[src/rtl/dmem_arb_pkg.sv]
// Shared types and constants for the two-port data-memory arbiter slice.
package dmem_arb_pkg;

  localparam int AW_DEF  = 9;
  localparam int DW_DEF  = 32;
  localparam int NUM_REQ = 2;

  typedef enum logic [1:0] {
    IDLE,
    ACCESS,
    RESP
  } state_e;

  typedef struct packed {
    logic              we;
    logic [AW_DEF-1:0] addr;
    logic [DW_DEF-1:0] wdata;
  } req_t;

  function automatic logic is_aligned(input logic [1:0] lsb);
    return lsb == 2'b00;
  endfunction

endpackage

[src/rtl/dmem_arbiter_if.sv]
// Memory-side bus between the arbiter (master) and the single-port DataMem (slave).
interface dmem_arbiter_if
  import dmem_arb_pkg::*;
#(
  parameter int AW = AW_DEF,
  parameter int DW = DW_DEF
);
  logic          mem_read;
  logic          mem_write;
  logic [AW-1:0] mem_addr;
  logic [DW-1:0] mem_wdata;
  logic [DW-1:0] mem_rdata;

  modport master (
    output mem_read, mem_write, mem_addr, mem_wdata,
    input  mem_rdata
  );

  modport slave (
    input  mem_read, mem_write, mem_addr, mem_wdata,
    output mem_rdata
  );
endinterface

[src/rtl/dmem_rr_picker.sv]
// Combinational 2-way request picker; DMEM_ARB_FIXED_PRIO_EN selects fixed port-0 priority.
module dmem_rr_picker (
  input  logic [1:0] req,
  input  logic       ptr,
  output logic       valid,
  output logic       id
);
  assign valid = |req;

`ifdef DMEM_ARB_FIXED_PRIO_EN
  logic unused_ptr;
  assign unused_ptr = ptr;
  assign id         = ~req[0];
`else
  // On a tie the pointer decides; otherwise the lone requester wins.
  assign id = (&req) ? ptr : req[1];
`endif
endmodule

[src/rtl/dmem_arbiter.sv]
// Two-requester arbiter/sequencer for the single-port DataMem: one access per 3 cycles.
// Round-robin by default; define DMEM_ARB_FIXED_PRIO_EN for fixed port-0 priority.
module dmem_arbiter
  import dmem_arb_pkg::*;
#(
  parameter int AW = AW_DEF,
  parameter int DW = DW_DEF
) (
  input  logic          clk,
  input  logic          rst_n,
  input  logic          p0_req,
  input  logic          p0_we,
  input  logic [AW-1:0] p0_addr,
  input  logic [DW-1:0] p0_wdata,
  output logic          p0_gnt,
  output logic          p0_rvalid,
  output logic [DW-1:0] p0_rdata,
  output logic          p0_err,
  input  logic          p1_req,
  input  logic          p1_we,
  input  logic [AW-1:0] p1_addr,
  input  logic [DW-1:0] p1_wdata,
  output logic          p1_gnt,
  output logic          p1_rvalid,
  output logic [DW-1:0] p1_rdata,
  output logic          p1_err,
  dmem_arbiter_if.master mem
);

  typedef struct packed {
    logic          we;
    logic [AW-1:0] addr;
    logic [DW-1:0] wdata;
  } cmd_t;

  state_e                     state_q, state_d;
  cmd_t                       cmd_q, cmd_d, pick_cmd;
  logic                       id_q, id_d;
  logic                       rr_ptr, pick_valid, pick_id;
  logic [NUM_REQ-1:0]         gnt_q, gnt_d, rvalid_q, rvalid_d, err_q, err_d;
  logic [NUM_REQ-1:0][DW-1:0] rdata_q, rdata_d;
  logic                       mem_read_q, mem_read_d, mem_write_q, mem_write_d;
  logic [AW-1:0]              mem_addr_q, mem_addr_d;
  logic [DW-1:0]              mem_wdata_q, mem_wdata_d;

`ifdef DMEM_ARB_FIXED_PRIO_EN
  assign rr_ptr = 1'b0;
`else
  logic rr_ptr_q;

  // The port just served loses the next tie.
  always_ff @(posedge clk or negedge rst_n) begin
    if (!rst_n)                rr_ptr_q <= 1'b0;
    else if (state_q == RESP)  rr_ptr_q <= ~id_q;
  end
  assign rr_ptr = rr_ptr_q;
`endif

  dmem_rr_picker u_picker (
    .req   ({p1_req, p0_req}),
    .ptr   (rr_ptr),
    .valid (pick_valid),
    .id    (pick_id)
  );

  assign pick_cmd = pick_id ? cmd_t'{p1_we, p1_addr, p1_wdata}
                            : cmd_t'{p0_we, p0_addr, p0_wdata};

  // NOTE: every signal gets its default before the case so no path leaves one unassigned (no latches).
  always_comb begin
    state_d     = state_q;
    cmd_d       = cmd_q;
    id_d        = id_q;
    gnt_d       = '0;
    rvalid_d    = '0;
    rdata_d     = rdata_q;
    err_d       = err_q;
    mem_read_d  = 1'b0;
    mem_write_d = 1'b0;
    mem_addr_d  = mem_addr_q;
    mem_wdata_d = mem_wdata_q;
    unique case (state_q)
      IDLE: begin
        if (pick_valid) begin
          state_d        = ACCESS;
          cmd_d          = pick_cmd;
          id_d           = pick_id;
          gnt_d[pick_id] = 1'b1;
          mem_addr_d     = pick_cmd.addr;
          mem_wdata_d    = pick_cmd.wdata;
          // Misaligned accesses are granted but never reach the memory.
          mem_read_d     = is_aligned(pick_cmd.addr[1:0]) && !pick_cmd.we;
          mem_write_d    = is_aligned(pick_cmd.addr[1:0]) &&  pick_cmd.we;
        end
      end
      ACCESS: begin
        state_d         = RESP;
        rvalid_d[id_q]  = 1'b1;
        err_d[id_q]     = !is_aligned(cmd_q.addr[1:0]);
        rdata_d[id_q]   = (cmd_q.we || err_d[id_q]) ? '0 : mem.mem_rdata;
      end
      RESP:    state_d = IDLE;
      default: state_d = IDLE;
    endcase
  end

  // NOTE: sequential state uses non-blocking assignments so all registers update together.
  always_ff @(posedge clk or negedge rst_n) begin
    if (!rst_n) state_q <= IDLE;
    else        state_q <= state_d;
  end

  always_ff @(posedge clk or negedge rst_n) begin
    if (!rst_n) begin
      cmd_q       <= '0;
      id_q        <= 1'b0;
      gnt_q       <= '0;
      rvalid_q    <= '0;
      rdata_q     <= '0;
      err_q       <= '0;
      mem_read_q  <= 1'b0;
      mem_write_q <= 1'b0;
      mem_addr_q  <= '0;
      mem_wdata_q <= '0;
    end else begin
      cmd_q       <= cmd_d;
      id_q        <= id_d;
      gnt_q       <= gnt_d;
      rvalid_q    <= rvalid_d;
      rdata_q     <= rdata_d;
      err_q       <= err_d;
      mem_read_q  <= mem_read_d;
      mem_write_q <= mem_write_d;
      mem_addr_q  <= mem_addr_d;
      mem_wdata_q <= mem_wdata_d;
    end
  end

  assign p0_gnt        = gnt_q[0];
  assign p0_rvalid     = rvalid_q[0];
  assign p0_rdata      = rdata_q[0];
  assign p0_err        = err_q[0];
  assign p1_gnt        = gnt_q[1];
  assign p1_rvalid     = rvalid_q[1];
  assign p1_rdata      = rdata_q[1];
  assign p1_err        = err_q[1];
  assign mem.mem_read  = mem_read_q;
  assign mem.mem_write = mem_write_q;
  assign mem.mem_addr  = mem_addr_q;
  assign mem.mem_wdata = mem_wdata_q;

endmodule

[src/flat_wrapper.sv]
// flat-port wrapper written by rule: the top's interface ports become plain ports
module dmem_arbiter_flat import dmem_arb_pkg::*;
#(
  parameter int AW = AW_DEF,
  parameter int DW = DW_DEF
)
  (clk, rst_n, p0_req, p0_we, p0_addr, p0_wdata, p0_gnt, p0_rvalid, p0_rdata, p0_err, p1_req, p1_we, p1_addr, p1_wdata, p1_gnt, p1_rvalid, p1_rdata, p1_err, mem_mem_read, mem_mem_write, mem_mem_addr, mem_mem_wdata, mem_mem_rdata);
  dmem_arbiter_if #(.AW(AW), .DW(DW)) mem_i ();
  input  logic clk;
  input  logic rst_n;
  input  logic p0_req;
  input  logic p0_we;
  input  logic [AW-1:0] p0_addr;
  input  logic [DW-1:0] p0_wdata;
  output logic p0_gnt;
  output logic p0_rvalid;
  output logic [DW-1:0] p0_rdata;
  output logic p0_err;
  input  logic p1_req;
  input  logic p1_we;
  input  logic [AW-1:0] p1_addr;
  input  logic [DW-1:0] p1_wdata;
  output logic p1_gnt;
  output logic p1_rvalid;
  output logic [DW-1:0] p1_rdata;
  output logic p1_err;
  output wire logic [$bits(mem_i.mem_read)-1:0] mem_mem_read;
  output wire logic [$bits(mem_i.mem_write)-1:0] mem_mem_write;
  output wire logic [$bits(mem_i.mem_addr)-1:0] mem_mem_addr;
  output wire logic [$bits(mem_i.mem_wdata)-1:0] mem_mem_wdata;
  input wire logic [$bits(mem_i.mem_rdata)-1:0] mem_mem_rdata;
  assign mem_mem_read = mem_i.mem_read;
  assign mem_mem_write = mem_i.mem_write;
  assign mem_mem_addr = mem_i.mem_addr;
  assign mem_mem_wdata = mem_i.mem_wdata;
  assign mem_i.mem_rdata = mem_mem_rdata;
  dmem_arbiter #(.AW(AW), .DW(DW)) u_core (.clk(clk), .rst_n(rst_n), .p0_req(p0_req), .p0_we(p0_we), .p0_addr(p0_addr), .p0_wdata(p0_wdata), .p0_gnt(p0_gnt), .p0_rvalid(p0_rvalid), .p0_rdata(p0_rdata), .p0_err(p0_err), .p1_req(p1_req), .p1_we(p1_we), .p1_addr(p1_addr), .p1_wdata(p1_wdata), .p1_gnt(p1_gnt), .p1_rvalid(p1_rvalid), .p1_rdata(p1_rdata), .p1_err(p1_err), .mem(mem_i));
endmodule
[config.mk]
export PLATFORM = sky130hd
export DESIGN_NAME = dmem_arbiter_flat
export DESIGN_NICKNAME = d
export VERILOG_FILES = /design/src/rtl/dmem_arb_pkg.sv /design/src/rtl/dmem_arbiter_if.sv /design/src/rtl/dmem_rr_picker.sv /design/src/rtl/dmem_arbiter.sv /design/src/flat_wrapper.sv
export SDC_FILE = /design/constraint.sdc
export NUM_CORES = 1
export LEC_CHECK = 0
export BUFFER_PORTS_ARGS = -buffer_cell sky130_fd_sc_hd__buf_4
export CORE_MARGIN = 3
export CORE_UTILIZATION = 52
export DETAILED_ROUTE_END_ITERATION = 8
export PLACE_DENSITY = 0.86
export SLEW_MARGIN = 0
export SYNTH_ARGS = -nofsm -noshare
export SYNTH_HDL_FRONTEND = slang
export SYNTH_HIERARCHICAL = 1
export SYNTH_SLANG_ARGS = --single-unit
[constraint.sdc]
create_clock -name clk -period 4.15 [get_ports clk]
set_input_delay 0.6225 -clock clk [delete_from_list [all_inputs] [get_ports clk]]
set_output_delay 0.6225 -clock clk [all_outputs]
set_load 0.01 [all_outputs]
* Word-level counts from Yosys, hierarchy flattened *
Cells that the tools add are included.

operators by class
  magnitude comparators = 4
  eq/ne operators = 3
  multiplexer cells = 22
  bitwise gates (word level) = 1
  reduce and logical (&&, ||, !) cells = 13

operators with widths
  kind                  number
  $bwmux W64            1
  $mux W32              2
  $mux W42              1
  $demux W32 S1         1
  $mux W1               9
  $mux W2               4
  $logic_not A2 Y1      3
  $logic_and A1 B1 Y1   4
  $lt A1 B2 Y1 const B  2
  $pmux W2 S2           1
  $reduce_and A2 Y1     2
  $bwmux W2             1
  $demux W1 S1          2
  $eq A2 B1 Y1 const B  1
  $eq A2 B2 Y1 const B  1
  $ge A1 B1 Y1 const B  2
  $logic_not A1 Y1      2
  $ne A2 B1 Y1 const B  1
  $reduce_or A2 Y1      1
  $logic_or A1 B1 Y1    1
  $not A1 Y1            1

word-level totals
  flip-flop bits (word level) = 118
  input port bits = 120
  output and inout bits = 113
  word-level logic and storage cells = 56

* Longest topological paths before layout *
Gate-level depths: netlist (run 1).

  depth after elaboration = 10
  depth in mapped cells = 6
  depth with buffers taken out = 4

* Hierarchy *
Netlist (run 1), hierarchy kept.

modules (own cells, without submodules)
  module          instances  cells each  area each (um2)  seq. area each (um2)
  dmem_arbiter    1          351         5481.5           2952.8
  dmem_rr_picker  1          3           17.5             0.0

* Least setup slack after synthesis (run 1) *
Ideal clock, no wire load.

  path kind = input-to-reg
  start = in p1_req
  end = reg u_core/cmd_q[34] (netlist name)
  library setup time = 0.125 ns
  arrival time = 1.735 ns
  data required time = 4.025 ns
  setup slack = 2.290 ns
  stages = 5
  path buffers = 2
  path through = a21boi_1 -> buf_2 -> buf_2 -> mux2_2 -> mux2_4

RTL lines
  item                RTL line            text
  start: declaration  flat_wrapper.sv:19  input logic p1_req;

* Worst setup path after layout (run 1) *
  start = reg u_core.rr_ptr_q (netlist: u_core/rr_ptr)
  end = reg u_core.mem_wdata_q[1] (netlist: u_core/mem.mem_wdata[1])

between the ends
  longest elaborated chain between the ends = 2

ends and longest elaborated chain
  item                      RTL line              text
  start: declaration        dmem_arbiter.sv:49    logic rr_ptr_q;
  start signal: assignment  dmem_arbiter.sv:54    else if (state_q == RESP) rr_ptr_q <= ~id_q;
  $mux W1                   dmem_rr_picker.sv:16  assign id = (&req) ? ptr : req[1];
  net u_core.pick_id        dmem_arbiter.sv:39    logic rr_ptr, pick_valid, pick_id;
  $mux W42                  dmem_arbiter.sv:66    assign pick_cmd = pick_id ? cmd_t'{p1_we, p1_addr, p1_wdata}
  end signal: assignment    dmem_arbiter.sv:135   mem_wdata_q <= mem_wdata_d;
  end: declaration          dmem_arbiter.sv:44    logic [DW-1:0] mem_wdata_q, mem_wdata_d;

The timed path passes the listed nets, and every way through them passes these cells.
A chain may end at the register's enable or synchronous reset.

==> metrics.cfg, run 1 <==
[outcome]
outcome=finished clean

[cts]
cts_max_level=4
cts_buffers=17
cts_tree=done
postCtsResizedCells=0
cts_setup_buffers=0
cts_sinks=118
clk_pin_slew_ns=0.06
cts-root-buf=clkbuf_8
clock_latency_ns=0.50
hold_buffers=0
clockBufferDepth=2

[logic_synthesis]
synth_area_per_cell_sq_um=15.5
ys_warn_count=6
synth_async_sr_flop_share_pct=100
synth_cells=354
ys_types=25
synth_edf_count=0
synth_top_cell_area_share_pct=53.7
synth_area_leaders=dfrtp_1, mux2_2, mux2_4, nor4b_1, buf_4
synth_ff_type=dfrtp_1
synth-seq-cells=118
synthesis.nets=474
synth_largest_area_cell=dfrtp_1
netlist_area_sq_mm=0.00550
ys_seq_area_share_pct=53.7

[cells_and_area]
multi_input_area_sq_mm=0.00224
seqCellArea_sq_mm=0.00295
diodes=0
layout-drive-gt1-share_pct=72.7
num-fill-cells=618
area_delta_synth_final_pct=41.9
final_nets=696

[die]
io-pin-count=233
initial_core_util_pct=54.7
dieArea_sq_mm=0.0118
fp.dieH_um=109
placementRows=36
die_w_um=109
coreArea_sq_mm=0.0100

[power_and_ir_drop]
pwr-share-clk_pct=23.5
seq_power_share_pct=33.5
sw_frac_of_total_pct=32.9
p_int_mw=4.22
leakage_nw=3.91
power_frac_comb_pct=42.9
power_mw=6.29
p_sw_mw=2.07
powerDensity_mw_per_mm2=806
ir_drop_uv=435

[setup_path]
r2r_setup_slack_ns=1.84
r2r-start=u_core/rr_ptr
reg2reg_depth=5
startpoint_type=register
critPathArrivalTime_ns=2.69
end_kind=register
cp_data_required_time_ns=4.53
worstSetupPathType=reg2reg
r2r_end=u_core/mem.mem_wdata[1]
worst-path-max-fanout=32

[route]
drc=0
drt-total-wl_um=13700
wl_per_cell_um=19.0
vias=3825
drt_iter0_drc=188
dr.pass1.iters=4
avgViaCountPerCell=5.30
ant_nets=0

[timing]
setup_viol=0
worst_slew_pin_slew_ns=0.984
fin_tns_setup_ns=0
fin_crit_sh_pct=55.6
max_freq_mhz=433
rsz0062_at_grt=false
fin_skew_ns=0.0111
drv_slew=0
hold_viol=0
layout_min_cycle_time_ns=2.31
relSlewSlack_pct=34.2

[grt]
antenna_found_initial=0
grt_pass1_vias=4067
grt_max_degree=76
grt_usage_pct=23.8
grt.overflow.total=0
grt_pass1_wl_um=21400

[worst_hold_path]
hold_path.class=in2async

[place]
hpwl_um=9770
finalWeightedCongestion=0.773
io_buffers=232

[flow_run]
cap_viol_max_count=0

## synth_stat cells, types with 2 or more instances
library cell	number
buf_6	4
nor4b_1	33
dfrtp_1	118
buf_4	12
mux2_2	112
buf_2	8
clkbuf_1	8
mux2_4	38
inv_1	2
buf_12	4
## cells by family after synthesis
kind of cell | count (synthesis) | share of synthesized area [%]
AOI/OAI and AO/OA | 1 | 0.137
buffers and inverters | 40 | 5.69
DFF | 118 | 53.7
muxes | 152 | 33.7
and+or+nand+nor | 43 | 6.78
## routing by layer
metal  vias to the layer above  GRT usage (%)  share of wire, %
li1                       1729              -                 -
met5                         -              0                 0
met2                       180           41.3                52
met4                         0           7.94               1.5
met1                      1902           28.5                39
met3                        14           6.87               7.6
## metrics by stage
stage | hold WS (ns) | instances | setup slack [ns] | utilization, % | instance area, sq um
floorplan | 0.327 | 354 | 2.29 | - | 5500
global placement | 0.470 | 690 | 1.58 | 71.6 | 7190
detailed placement | 0.493 | 690 | 1.50 | 71.6 | 7190
CTS | 0.281 | 722 | 1.84 | 77.7 | 7800
global route | 0.316 | 722 | 1.71 | 77.7 | 7800
finish | 0.255 | 722 | 1.84 | 77.7 | 7800
## area by class of cell
cell class	instances	share of cell area, %
sequential	118	37.8
multi-input combinational	196	28.8
timing repair buffer	240	23.1
clock buffer	19	5.66
clock inverter	13	2.21
tap	133	2.13
inverter	3	0.305
## worst max-delay path: stages, from the launching register on
cell,delay [ns]
dfrtp_1,0.35
inv_1,0.07
a21boi_4,0.77
buf_4,0.37
mux2_2,0.37
mux2_4,0.26
## worst max-delay path by stage
stage / from / end / slack, ns / depth (start not counted)
CTS: u_core/rr_ptr / u_core/mem.mem_wdata[1] / 1.84 / 5
global route: u_core/rr_ptr / u_core/mem.mem_wdata[1] / 1.71 / 5
finish: u_core/rr_ptr / u_core/mem.mem_wdata[1] / 1.84 / 5
detailed placement: p0_req / u_core/mem.mem_wdata[1] / 1.50 / 5
global placement: p0_req / u_core/cmd_q[36] / 1.58 / 5
floorplan: p1_req / u_core/cmd_q[34] / 2.29 / 5
## cells in the final DEF, fill, tap and decap left out, drive strengths merged
cell type / n
buf: 240
mux2: 151
dfrtp: 118
nor4b: 33
clkbuf: 19
clkinv: 5
clkinvlp: 4
inv: 4
bufinv: 3
or2: 2
nor3b: 1
and3b: 1
or3b: 1
nor2: 1
nor4: 1
and2: 1
or2b: 1
mux2i: 1
and2b: 1
a21boi: 1
## state kept, by name, indices dropped and copies added, names as in the netlist
signal and count:
u_core/mem.mem_wdata 32, u_core/p0_rdata 32, u_core/p1_rdata 32, u_core/cmd_q 10, u_core/err_q 2, u_core/gnt_q 2, u_core/rvalid_q 2, u_core/state_q 2
u_core/id_q 1, u_core/mem.mem_read 1, u_core/mem.mem_write 1, u_core/rr_ptr 1
## power groups by stage
| stage | combinational, mW | clock (mW) | sequential (mW) |
|---|---|---|---|
| after floorplan | 1.46 | 0 | 2.24 |
| after global placement | 2.66 | 0 | 2.09 |
| after detailed placement | 2.73 | 0 | 2.11 |
| after CTS | 2.73 | 1.51 | 2.12 |
| after global routing | 2.88 | 1.57 | 2.18 |
| final | 2.70 | 1.48 | 2.11 |
(Power assumes the default switching activity.)
==> inputs of run 2 (changes only) <==
--- a/config.mk
+++ b/config.mk
@@ -7,9 +7,9 @@
 export LEC_CHECK = 0
 export BUFFER_PORTS_ARGS = -buffer_cell sky130_fd_sc_hd__buf_4
 export CORE_MARGIN = 3
-export CORE_UTILIZATION = 52
+export CORE_UTILIZATION = 48
 export DETAILED_ROUTE_END_ITERATION = 8
-export PLACE_DENSITY = 0.86
+export PLACE_DENSITY = 0.8
 export SLEW_MARGIN = 0
 export SYNTH_ARGS = -nofsm -noshare
 export SYNTH_HDL_FRONTEND = slang
==> constraint.sdc (replaced) <==
create_clock -name clk -period 2.2 [get_ports clk]
set_input_delay 0.33 -clock clk [delete_from_list [all_inputs] [get_ports clk]]
set_output_delay 0.33 -clock clk [all_outputs]
set_load 0.01 [all_outputs]
==> run 2 against run 1 <==
Effect of this change: power rose by 85%; critical path depth fell by 3; count of clock-buffer cells in the layout rose by 3; cell count rose by 1.1%; clock power rose by 71%; combinational power rose by 90%; core utilization fell by 6.6 points; via count fell by 0.78%; die area rose by 7.9%; non-clock buffer count rose by 2.
==> metrics.cfg, run 2 (same netlist as run 1, synthesis figures left out) <==
[die]
fp.dieH_um=113  ; +3.9%
initial_core_util_pct=49.9  ; -4.9 points
placementRows=38  ; +5.6%
io-pin-count=233  ; unchanged
die_w_um=113  ; +3.9%
coreArea_sq_mm=0.0110  ; +9.8%
dieArea_sq_mm=0.0128  ; +7.9%

[cells_and_area]
num-fill-cells=761  ; +23%
layout_commonest_cell=buf_4
diodes=0  ; unchanged
final_nets=698  ; +0.29%
layout-drive-gt1-share_pct=72.2  ; -0.46 points
area_delta_synth_final_pct=42.6
seqCellArea_sq_mm=0.00295  ; unchanged
final_cell_mix=buf_4, dfrtp_1, mux2_2
final_util_pct=71.1  ; -6.6 points
multi_input_area_sq_mm=0.00224  ; unchanged

[outcome]
outcome=finished clean

[route]
dr.pass1.iters=4  ; unchanged
drt-total-wl_um=13600  ; -0.83%
drc=0  ; unchanged
vias=3795  ; -0.78%
drt_iter0_drc=222  ; +18%
wl_per_cell_um=18.7  ; -1.9%
avgViaCountPerCell=5.20  ; -1.9%
ant_nets=0  ; unchanged

[setup_path]
cp_data_required_time_ns=1.87  ; -2.66 ns
end_kind=output port
startpoint_type=register
critPathArrivalTime_ns=1.41  ; -1.28 ns
worst-path-max-fanout=24  ; -25%
worstSetupPathType=reg2out

[grt]
grt_max_degree=50  ; -34%
grt_usage_pct=21.1  ; -2.7 points
grt_pass1_wl_um=21100  ; -1.1%
grt_pass1_vias=4089  ; +0.54%
grt.overflow.total=0  ; unchanged
antenna_found_initial=0  ; unchanged

[timing]
fin_crit_sh_pct=79.2
fin_tns_setup_ns=0  ; unchanged
hold_viol=0  ; unchanged
drv_slew=0  ; unchanged
relSlewSlack_pct=54.2  ; +20 points
setup_viol=0  ; unchanged
whs_ns=0.267  ; +0.0118 ns
worst_slew_pin_slew_ns=0.687  ; -0.298 ns
fin_skew_ns=0.0126  ; +0.00155 ns
rsz0062_at_grt=false
layout_min_cycle_time_ns=1.74
max_freq_mhz=574

[power_and_ir_drop]
ir_drop_uv=763  ; +75%
powerDensity_mw_per_mm2=1490  ; +85%
leakage_nw=3.93  ; +0.42%

[place]
finalWeightedCongestion=0.792  ; +2.5%
io_buffers=232  ; unchanged
hpwl_um=9760  ; about the same

[cts]
cts_max_level=4  ; unchanged
cts-root-buf=clkbuf_16
cts_setup_buffers=0  ; unchanged
clock_latency_ns=0.39  ; -0.11 ns
clk_pin_slew_ns=0.05  ; about the same
clockBufferDepth=2  ; unchanged
cts_sinks=118  ; unchanged
hold_buffers=1  ; +1
cts_buffers=17  ; unchanged
postCtsResizedCells=0  ; unchanged
cts_tree=done

[flow_run]
cap_viol_max_count=0  ; unchanged

[worst_hold_path]
hold_path.class=in2reg

## run 2: final cells by class
class / count / share of cell area [%]
inverters: 3 / 0.303
clock inverters: 9 / 0.989
multi-input cells: 196 / 28.6
flip-flops and latches: 118 / 37.7
clock buffers: 22 / 6.05
repair buffers: 242 / 24.2
well taps: 140 / 2.23
## run 2: per-layer routing
layer | track usage [%] | routed length (um) | vias to the layer above
met1 | 25.7 | 5460 | 1891
met3 | 4.76 | 712 | 26
met5 | 0 | 0 | -
met2 | 36.2 | 7080 | 143
li1 | - | - | 1735
met4 | 8.81 | 388 | 0
## run 2: metrics by stage
step	instances	power [mW]	area [sq um]	setup slack [ns]
floorplan	354	6.99	5500	0.615
global placement	698	9.04	7280	0.468
detailed placement	698	9.20	7280	0.454
CTS	730	11.8	7840	0.423
global route	730	12.3	7840	0.380
finish	730	11.7	7840	0.457
## run 2: critical path, cell delays in order, from the launching register on
cell,delay [ns]
dfrtp_1,0.64
buf_12,0.24
buf_4,0.14
## run 2: report_power, final
group	leakage (nW)	switching (mW)	internal, mW
sequential	1.52	0.763	3.24
clock	0.268	0.905	1.62
combinational	2.14	2.14	2.99
total	3.93	3.81	7.86
## run 2: final timing paths
kind	endpoint	startpoint	slack [ns]	depth (start not counted)
max in group asynchronous	u_core/mem.mem_wdata[4]	rst_n	1.10	3
setup / recovery	mem_mem_addr[0]	u_core/cmd_q[32]	0.46	2
min in group asynchronous	u_core/p0_rdata[25]	rst_n	0.51	2
hold / removal	u_core/mem.mem_read	p0_we	0.27	3
hold reg to reg	u_core/p0_rdata[7]	u_core/p0_rdata[7]	0.51	1
setup reg to reg	u_core/p1_rdata[19]	u_core/cmd_q[41]	0.48	3
